==> src/rtl/button_event_if.sv <==
// Button-channel inputs and the serialised event handshake of button_event_arbiter.
// The arbiter uses the master modport; the button front ends and the consumer use slave.
interface button_event_if #(
  parameter int unsigned N_BTN = 4,
  parameter int unsigned IDW   = $clog2(N_BTN)
);
  logic [N_BTN-1:0] pb_pulse;
  logic [N_BTN-1:0] pb_level;
  logic             evt_ready;
  logic             clr_ovf;
  logic             evt_valid;
  logic [IDW-1:0]   evt_id;
  logic [N_BTN-1:0] pending;
  logic             overflow;

  modport master (
    input  pb_pulse, pb_level, evt_ready, clr_ovf,
    output evt_valid, evt_id, pending, overflow
  );

  modport slave (
    output pb_pulse, pb_level, evt_ready, clr_ovf,
    input  evt_valid, evt_id, pending, overflow
  );
endinterface

==> src/rtl/button_event_arbiter.sv <==
// Round-robin serialiser of button press pulses into a valid/ready event stream.
// Define BTN_AUTOREPEAT_EN to add per-button hold-to-repeat pulse generation.
module button_event_arbiter #(
  parameter int unsigned N_BTN         = 4,
  parameter int unsigned IDW           = $clog2(N_BTN),
  parameter int unsigned HOLD_CYCLES   = 50_000_000,
  parameter int unsigned REPEAT_CYCLES = 10_000_000
) (
  input logic            clk,
  input logic            rst,
  button_event_if.master bus_io
);
  typedef enum logic [0:0] {StIdle, StOffer} state_e;

  state_e           state_q, state_d;
  logic             evt_valid_q, evt_valid_d;
  logic [IDW-1:0]   evt_id_q, evt_id_d;
  logic [IDW-1:0]   ptr_q, ptr_d;
  logic [IDW-1:0]   winner;
  logic [N_BTN-1:0] pending_q, pending_d;
  logic [N_BTN-1:0] pulse_eff, clr_vec, rep_pulse;
  logic             overflow_q, overflow_d;
  logic             accept, lost;

`ifdef BTN_AUTOREPEAT_EN
  logic [31:0]      cnt_q [N_BTN];
  logic [31:0]      cnt_d [N_BTN];
  logic [N_BTN-1:0] rep_q, rep_d;

  // rep_q selects the repeat period once the first hold period has elapsed
  always_comb begin
    cnt_d     = cnt_q;
    rep_d     = rep_q;
    rep_pulse = '0;
    for (int i = 0; i < int'(N_BTN); i++) begin
      if (!bus_io.pb_level[i]) begin
        cnt_d[i] = '0;
        rep_d[i] = 1'b0;
      end else if (cnt_q[i] == (rep_q[i] ? REPEAT_CYCLES - 1 : HOLD_CYCLES - 1)) begin
        rep_pulse[i] = 1'b1;
        cnt_d[i]     = '0;
        rep_d[i]     = 1'b1;
      end else begin
        cnt_d[i] = cnt_q[i] + 32'd1;
      end
    end
  end

  always_ff @(posedge clk) begin
    if (rst) begin
      cnt_q <= '{default: '0};
      rep_q <= '0;
    end else begin
      cnt_q <= cnt_d;
      rep_q <= rep_d;
    end
  end
`else
  logic unused_cfg;
  assign unused_cfg = ^{bus_io.pb_level, HOLD_CYCLES, REPEAT_CYCLES};
  assign rep_pulse  = '0;
`endif

  assign pulse_eff = bus_io.pb_pulse | rep_pulse;
  assign accept    = (state_q == StOffer) && bus_io.evt_ready;

  always_comb begin
    clr_vec = '0;
    if (accept) clr_vec[evt_id_q] = 1'b1;
  end

  // A re-press of the bit being accepted this cycle is kept, not lost
  assign pending_d  = (pending_q & ~clr_vec) | pulse_eff;
  assign lost       = |(pulse_eff & pending_q & ~clr_vec);
  assign overflow_d = lost ? 1'b1 : (bus_io.clr_ovf ? 1'b0 : overflow_q);

  // Search starts just after the last granted index and wraps around
  always_comb begin
    int   idx;
    logic found;
    idx    = 0;
    found  = 1'b0;
    winner = ptr_q;
    for (int off = 1; off <= int'(N_BTN); off++) begin
      idx = int'(ptr_q) + off;
      if (idx >= int'(N_BTN)) idx = idx - int'(N_BTN);
      if (!found && pending_q[idx]) begin
        found  = 1'b1;
        winner = IDW'(idx);
      end
    end
  end

  always_comb begin
    state_d     = state_q;
    evt_valid_d = evt_valid_q;
    evt_id_d    = evt_id_q;
    ptr_d       = ptr_q;
    unique case (state_q)
      StIdle: begin
        if (|pending_q) begin
          state_d     = StOffer;
          evt_valid_d = 1'b1;
          evt_id_d    = winner;
        end
      end
      StOffer: begin
        if (bus_io.evt_ready) begin
          state_d     = StIdle;
          evt_valid_d = 1'b0;
          ptr_d       = evt_id_q;
        end
      end
      default: begin
        state_d     = StIdle;
        evt_valid_d = 1'b0;
      end
    endcase
  end

  always_ff @(posedge clk) begin
    if (rst) begin
      state_q     <= StIdle;
      evt_valid_q <= 1'b0;
      evt_id_q    <= '0;
      ptr_q       <= IDW'(N_BTN - 1);
      pending_q   <= '0;
      overflow_q  <= 1'b0;
    end else begin
      state_q     <= state_d;
      evt_valid_q <= evt_valid_d;
      evt_id_q    <= evt_id_d;
      ptr_q       <= ptr_d;
      pending_q   <= pending_d;
      overflow_q  <= overflow_d;
    end
  end

  assign bus_io.evt_valid = evt_valid_q;
  assign bus_io.evt_id    = evt_id_q;
  assign bus_io.pending   = pending_q;
  assign bus_io.overflow  = overflow_q;
endmodule

==> src/flat_wrapper.sv <==
// flat-port wrapper written by rule: the top's interface ports become plain ports
module button_event_arbiter_flat 
#(
  parameter int unsigned N_BTN         = 4,
  parameter int unsigned IDW           = $clog2(N_BTN),
  parameter int unsigned HOLD_CYCLES   = 50_000_000,
  parameter int unsigned REPEAT_CYCLES = 10_000_000
)
  (clk, rst, bus_io_pb_pulse, bus_io_pb_level, bus_io_evt_ready, bus_io_clr_ovf, bus_io_evt_valid, bus_io_evt_id, bus_io_pending, bus_io_overflow);
  button_event_if #(.N_BTN(N_BTN), .IDW(IDW)) bus_io_i ();
  input logic clk;
  input logic rst;
  input wire logic [$bits(bus_io_i.pb_pulse)-1:0] bus_io_pb_pulse;
  input wire logic [$bits(bus_io_i.pb_level)-1:0] bus_io_pb_level;
  input wire logic [$bits(bus_io_i.evt_ready)-1:0] bus_io_evt_ready;
  input wire logic [$bits(bus_io_i.clr_ovf)-1:0] bus_io_clr_ovf;
  output wire logic [$bits(bus_io_i.evt_valid)-1:0] bus_io_evt_valid;
  output wire logic [$bits(bus_io_i.evt_id)-1:0] bus_io_evt_id;
  output wire logic [$bits(bus_io_i.pending)-1:0] bus_io_pending;
  output wire logic [$bits(bus_io_i.overflow)-1:0] bus_io_overflow;
  assign bus_io_i.pb_pulse = bus_io_pb_pulse;
  assign bus_io_i.pb_level = bus_io_pb_level;
  assign bus_io_i.evt_ready = bus_io_evt_ready;
  assign bus_io_i.clr_ovf = bus_io_clr_ovf;
  assign bus_io_evt_valid = bus_io_i.evt_valid;
  assign bus_io_evt_id = bus_io_i.evt_id;
  assign bus_io_pending = bus_io_i.pending;
  assign bus_io_overflow = bus_io_i.overflow;
  button_event_arbiter #(.N_BTN(N_BTN), .IDW(IDW), .HOLD_CYCLES(HOLD_CYCLES), .REPEAT_CYCLES(REPEAT_CYCLES)) u_core (.clk(clk), .rst(rst), .bus_io(bus_io_i));
endmodule
==> config.mk <==
export PLATFORM = sky130hd
export DESIGN_NAME = button_event_arbiter_flat
export DESIGN_NICKNAME = d
export VERILOG_FILES = /design/src/rtl/button_event_if.sv /design/src/rtl/button_event_arbiter.sv /design/src/flat_wrapper.sv
export SDC_FILE = /design/constraint.sdc
export NUM_CORES = 1
export LEC_CHECK = 0
export ABC_AREA = 1
export ABC_CLOCK_PERIOD_IN_PS = 1500
export CAP_MARGIN = 20
export CORE_MARGIN = 2
export CORE_UTILIZATION = 44
export CTS_CLUSTER_SIZE = 20
export DETAILED_ROUTE_END_ITERATION = 6
export PLACE_DENSITY = 0.8
export SLEW_MARGIN = 30
export SYNTH_ARGS = -nofsm -noshare
export SYNTH_HDL_FRONTEND = slang
export SYNTH_SLANG_ARGS = --single-unit
==> constraint.sdc <==
create_clock -name clk -period 1.5 [get_ports clk]
set_input_delay 0.45 -clock clk [delete_from_list [all_inputs] [get_ports clk]]
set_output_delay 0.45 -clock clk [all_outputs]
set_load 0.03 [all_outputs]
-- Word level (Yosys, flattened, before mapping)
Cells that the tools add are included.
- add/sub/neg operators: 8
- magnitude comparators: 10
- equality and inequality tests: 2
- muxes and demuxes: 34
- bitwise logic cells: 6
- reductions and logical operators: 14
- operators with widths (cell ; number):
    >= comparator 32 x 4 -> 1 bit (second input constant) ; 4
    less-than comparator 32 x 4 -> 1 bit (second input constant) ; 4
    two-way mux 32 bit ; 4
    subtractor 32 x 4 -> 32 bit (second input constant) ; 4
    two-way mux 1 bit ; 18
    bitwise AND 4 bit ; 3
    binary-select mux 1 bit (select 2 bit) ; 4
    two-way mux 2 bit ; 4
    OR reduction 4 bit ; 2
    adder 2 x 2 -> 3 bit (second input constant) ; 2
    AND reduction 2 bit ; 3
    logical AND 1 bit ; 5
    adder 2 x 3 -> 4 bit (second input constant) ; 1
    two-way mux 4 bit ; 1
    inverter 4 bit ; 1
    bitwise OR 4 bit ; 1
    one-hot mux 1 bit (2 select lines) ; 2
    adder 2 x 1 -> 3 bit (second input constant) ; 1
    zero test 1 bit ; 3
    less-than comparator 2 x 3 -> 1 bit (second input constant) ; 1
    demux 1 bit (select 2 bit) ; 1
    >= comparator 2 x 1 -> 1 bit (second input constant) ; 1
    != test 2 x 1 -> 1 bit (second input constant) ; 1
    != test 2 bit (second input constant) ; 1
    other kinds (2) ; 2
- register bits after elaboration: 11
- input bits: 12
- output and inout port bits: 8
- word-level logic and storage cells: 80

-- Logic depth before layout (Yosys ltp)
- depth in word-level cells: 16
- gate-level depth with buffers: 11
- depth with buffers taken out: 11

-- Worst setup path before layout
Ideal clock, no wire load.
- kind: register to register
- start: register u_core.pending_q[0] (netlist: u_core.bus_io.pending[0])
- end: register u_core.evt_id_q[0] (netlist: u_core.bus_io.evt_id[0])
- setup time: 0.109 ns
- arrival: 1.232 ns
- data required time: 1.391 ns
- slack: 0.159 ns
- cell stages (with the launch flop): 10
- buffers on the path: 0
- period minus slack after synthesis: 1.341 ns
- cell sequence: dfxtp_1 -> nand2_1 -> nand2_1 -> nand2_2 -> nand2_4 -> nor2_1 -> o21ai_1 -> o211ai_1 -> nand2_1 -> inv_1
- word-level cells in the longest chain between the ends: 13
- elaborated cells on any way between the ends: 27
- those cells by class: mux (19); reduce/logical (8)
- RTL lines (element ; RTL line ; RTL):
    start: declaration ; button_event_arbiter.sv:20 ; logic [N_BTN-1:0] pending_q, pending_d;
    start signal: assignment ; button_event_arbiter.sv:134 ; pending_q <= pending_d;
    binary-select mux 1 bit (select 2 bit) ; button_event_arbiter.sv:87 ; if (!found && pending_q[idx]) begin
    two-way mux 1 bit (not written as such) (2 in a row) ; button_event_arbiter.sv:87 ;
    two-way mux 1 bit ; button_event_arbiter.sv:87 ;
    zero test 1 bit ; button_event_arbiter.sv:87 ;
    logical AND 1 bit ; button_event_arbiter.sv:87 ;
    two-way mux 1 bit ; button_event_arbiter.sv:87 ;
    zero test 1 bit ; button_event_arbiter.sv:87 ;
    logical AND 1 bit ; button_event_arbiter.sv:87 ;
    two-way mux 1 bit ; button_event_arbiter.sv:87 ;
    zero test 1 bit ; button_event_arbiter.sv:87 ;
    logical AND 1 bit ; button_event_arbiter.sv:87 ;
    two-way mux 2 bit ; button_event_arbiter.sv:87 ;
    end signal: assignment ; button_event_arbiter.sv:132 ; evt_id_q <= evt_id_d;
    end: declaration ; button_event_arbiter.sv:17 ; logic [IDW-1:0] evt_id_q, evt_id_d;
Parallel ways exist; a longest one is shown, timed or not. The select of a mux whose other input is x is not followed.
A chain may end at the register's enable or synchronous reset.

-- Final worst setup path
- start: register u_core.evt_valid_q (netlist: u_core.bus_io.evt_valid)
- end: output bus_io_evt_valid
- RTL lines (element ; RTL line ; RTL):
    start: declaration ; button_event_arbiter.sv:16 ; logic evt_valid_q, evt_valid_d;
    start signal: assignment ; button_event_arbiter.sv:131 ; evt_valid_q <= evt_valid_d;
    end: declaration ; flat_wrapper.sv:17 ; output wire logic [$bits(bus_io_i.evt_valid)-1:0] bus_io_evt_valid;
No word-level cell between the ends.

==> impl_results.md <==
- Total grt overflow: 0
- Max-slew violation count: 0
- Crit path cell chain: dlygate4sd2_1
- Clock net sink count: 11
- WP data required: 1050 ps
- Final WS setup: 53.0 ps
- Hold Path Depth: 1
- Achievable Freq: 691 MHz
- DRT Wirelength: 1470 microns
- Max VDD drop: 671 uV
- EDFF count, synth: 0
- Main combinational cell family by area after synthesis: simple AND/OR/NAND/NOR gates
- Die height: 41.9 microns
- Post-synthesis adder-cell area fraction: 0%
- Syn Nets: 109
- Period utilization: 96.5%
- Commonest non-fill, non-tap cell in the layout: nand2_1
- Vias/cell: 5.19
- Ys Warns: 0
- Critical path class: reg2out
- Kind of cell adding the most delay to the critical path: buffers and inverters
- Crit path launch type: register
- Nets: 135
- Site Rows: 13
- I/O pins: 20
- Die X: 41.9 microns
- Slowest CP cell: dlygate4sd2_1
- Total GRT Usage: 17.3%
- Asr flop ratio synth: 0%
- Core footprint: 1320 sq um
- Drt pass-1 iters: 4
- Slew @ Worst Pin: 444 ps
- Initial core utilization: 48.0%
- Routed WL per cell: 10.7 microns
- Clock Skews: 1.26 ps
- Post-synthesis register bit count: 11
- Global-route wire length before repair: 2370 microns
- Root Buffer Master: clkbuf_4
- Port Buffers: 15
- Final ANT Viol Nets: 0
- Endpoints failing setup: 0
- R2r worst-path depth: 11
- Commonest non-fill, non-tap cells in the layout: nand2_1, buf_4, a21oi_1, dfxtp_1, nor2_1
- RSZ-0062 raised after global routing: yes
- Setup Slack @ Placement: -269 ps
- Placed inst area: 833 sq um
- Clk Latency, worst-skew pair: 270 ps
- CP Buf/Inv Count: 1
- HPWL Detailed: 1160 microns
- Max stage delay on crit path: 400 ps
- Max Cap Violations: 0
- Largest net degree at the start of global routing: 9
- Clock-pin slew on the worst setup and hold paths: 70 ps
- Finished Layout Cells: 137
- Gpl congestion: 0.887
- Iteration-0 DRC Markers: 5
- Tmin final: 1450 ps
- Area fraction in compound gates after synthesis: 18.8%
- CP Capture Type: output pin
- Fin area: 872 sq um
- Sequential area share after synthesis: 34.9%
- Post-CTS Repair Setup Buffers: 0
- Relative slew slack: 70.2%
- Final Hold Viols: 0
- Post-Syn Instances: 97
- Area Growth Syn to Fin: 38.0%
- Post-Synth XOR/XNOR Area: 0%
- Yosys cell types: 22
- Synthesized area: 632 sq um
- Crit-path max FO: 2
- Mean Syn Cell Area: 6.51 sq um
- Hold buffer count at CTS: 0
- Core Util, Final: 66.2%
- Synth Area in Simple Gates: 36.8%
- Status: completed
- Placed Cells: 133
- Mux cell area share after synthesis: 0%
- Initial antenna violation count: 0
- Antenna Cells: 0
- Top FF cell, synth: dfxtp_1
- Layout cells sized above 1: 26.2%
- Clk buf depth: 2
- Tot Pwr: 0.874 mW
- DR vias: 711
- CTS tree: built
- Levels on crit path: 1
- Die ar.: 1760 sq um
- Vias in the first global route: 602
- H-tree depth: 1
- CP Data Arrival Time: 1000 ps
- CTS Buf Count: 3
- Cell Pwr Density: 1000 nW/um^2
- Hold Crit Class: reg2reg
- DRC violations left: 0
- Lkg Pwr: 0.424 nW
==> worst paths after layout <==
path / from / end / slack, ps
max: u_core.bus_io.evt_valid / bus_io_evt_valid / 50
min: u_core.bus_io.evt_valid / u_core.bus_io.evt_valid / 470
max reg2reg: u_core.ptr_q[0] / u_core.bus_io.evt_id[0] / 130
min reg2reg: u_core.bus_io.evt_valid / u_core.bus_io.evt_valid / 470
==> cell type report <==
cell class / instances / area, sq um
clock buffer: 4 / 26.3
fill: 115 / 445
inverter: 12 / 45.0
multi-input combinational: 72 / 367
sequential: 11 / 221
tap: 15 / 18.8
timing repair buffer: 23 / 194
==> per-stage QoR <==
step	hold WS, ps	TNS [ps]
finish	468	0
floorplan	464	0
global route	504	-24.7
global placement	451	-468
detailed placement	458	-546
CTS	465	0
==> worst reg2reg max path, stage by stage (launching register included) <==
cell	delay, ps
dfxtp_2	340
buf_4	160
nand2_1	80
nand2_2	70
nand2_2	100
nand2_4	60
inv_2	60
nand3_2	80
o21ai_1	90
o211ai_1	100
nand2_1	80
inv_1	50
==> cell usage after synthesis, types with 2 or more instances <==
library cell  number  area share, %
inv_1             10            5.9
dfxtp_1           11             35
nand3_1            7            5.5
o21ai_0            3            2.4
nand2_1           27             16
a21oi_1           10            7.9
nor2_1            10            5.9
nand2_2            4            4.0
inv_2              2            1.2
==> state kept, by name, indices dropped and copies added, names as in the netlist <==
signal,flops
u_core.bus_io.evt_id,2
u_core.bus_io.evt_valid,1
u_core.bus_io.pending,4
u_core.state_q,1
u_core.bus_io.overflow,1
u_core.ptr_q,2
==> logic make-up (layout without fill, tap and decap cells) <==
logic type             after synthesis  after routing
buffers and inverters               14             39
DFF                                 11             11
AOI/OAI and AO/OA                   20             20
and+or+nand+nor                     52             52
==> report_power, final <==
part	internal, mW	switching (mW)	total [mW]
logic	0.128	0.187	0.316
clock network	0.103	0.104	0.207
registers	0.323	0.0289	0.351
==> per-layer routing <==
metal / wire length, microns / vias to the layer above / global-route usage, %
li1: - / 365 / -
met1: 647 / 329 / 21.0
met2: 724 / 13 / 28.4
met3: 52 / 4 / 3.91
met4: 42 / 0 / 8.39
met5: 0 / - / 0
==> timing repair <==
action | CTS | global route
gates resized for setup | 3 | 8
setup endpoints to repair | 3 | 3
pin swaps | 0 | 1
(Power assumes the default switching activity.)
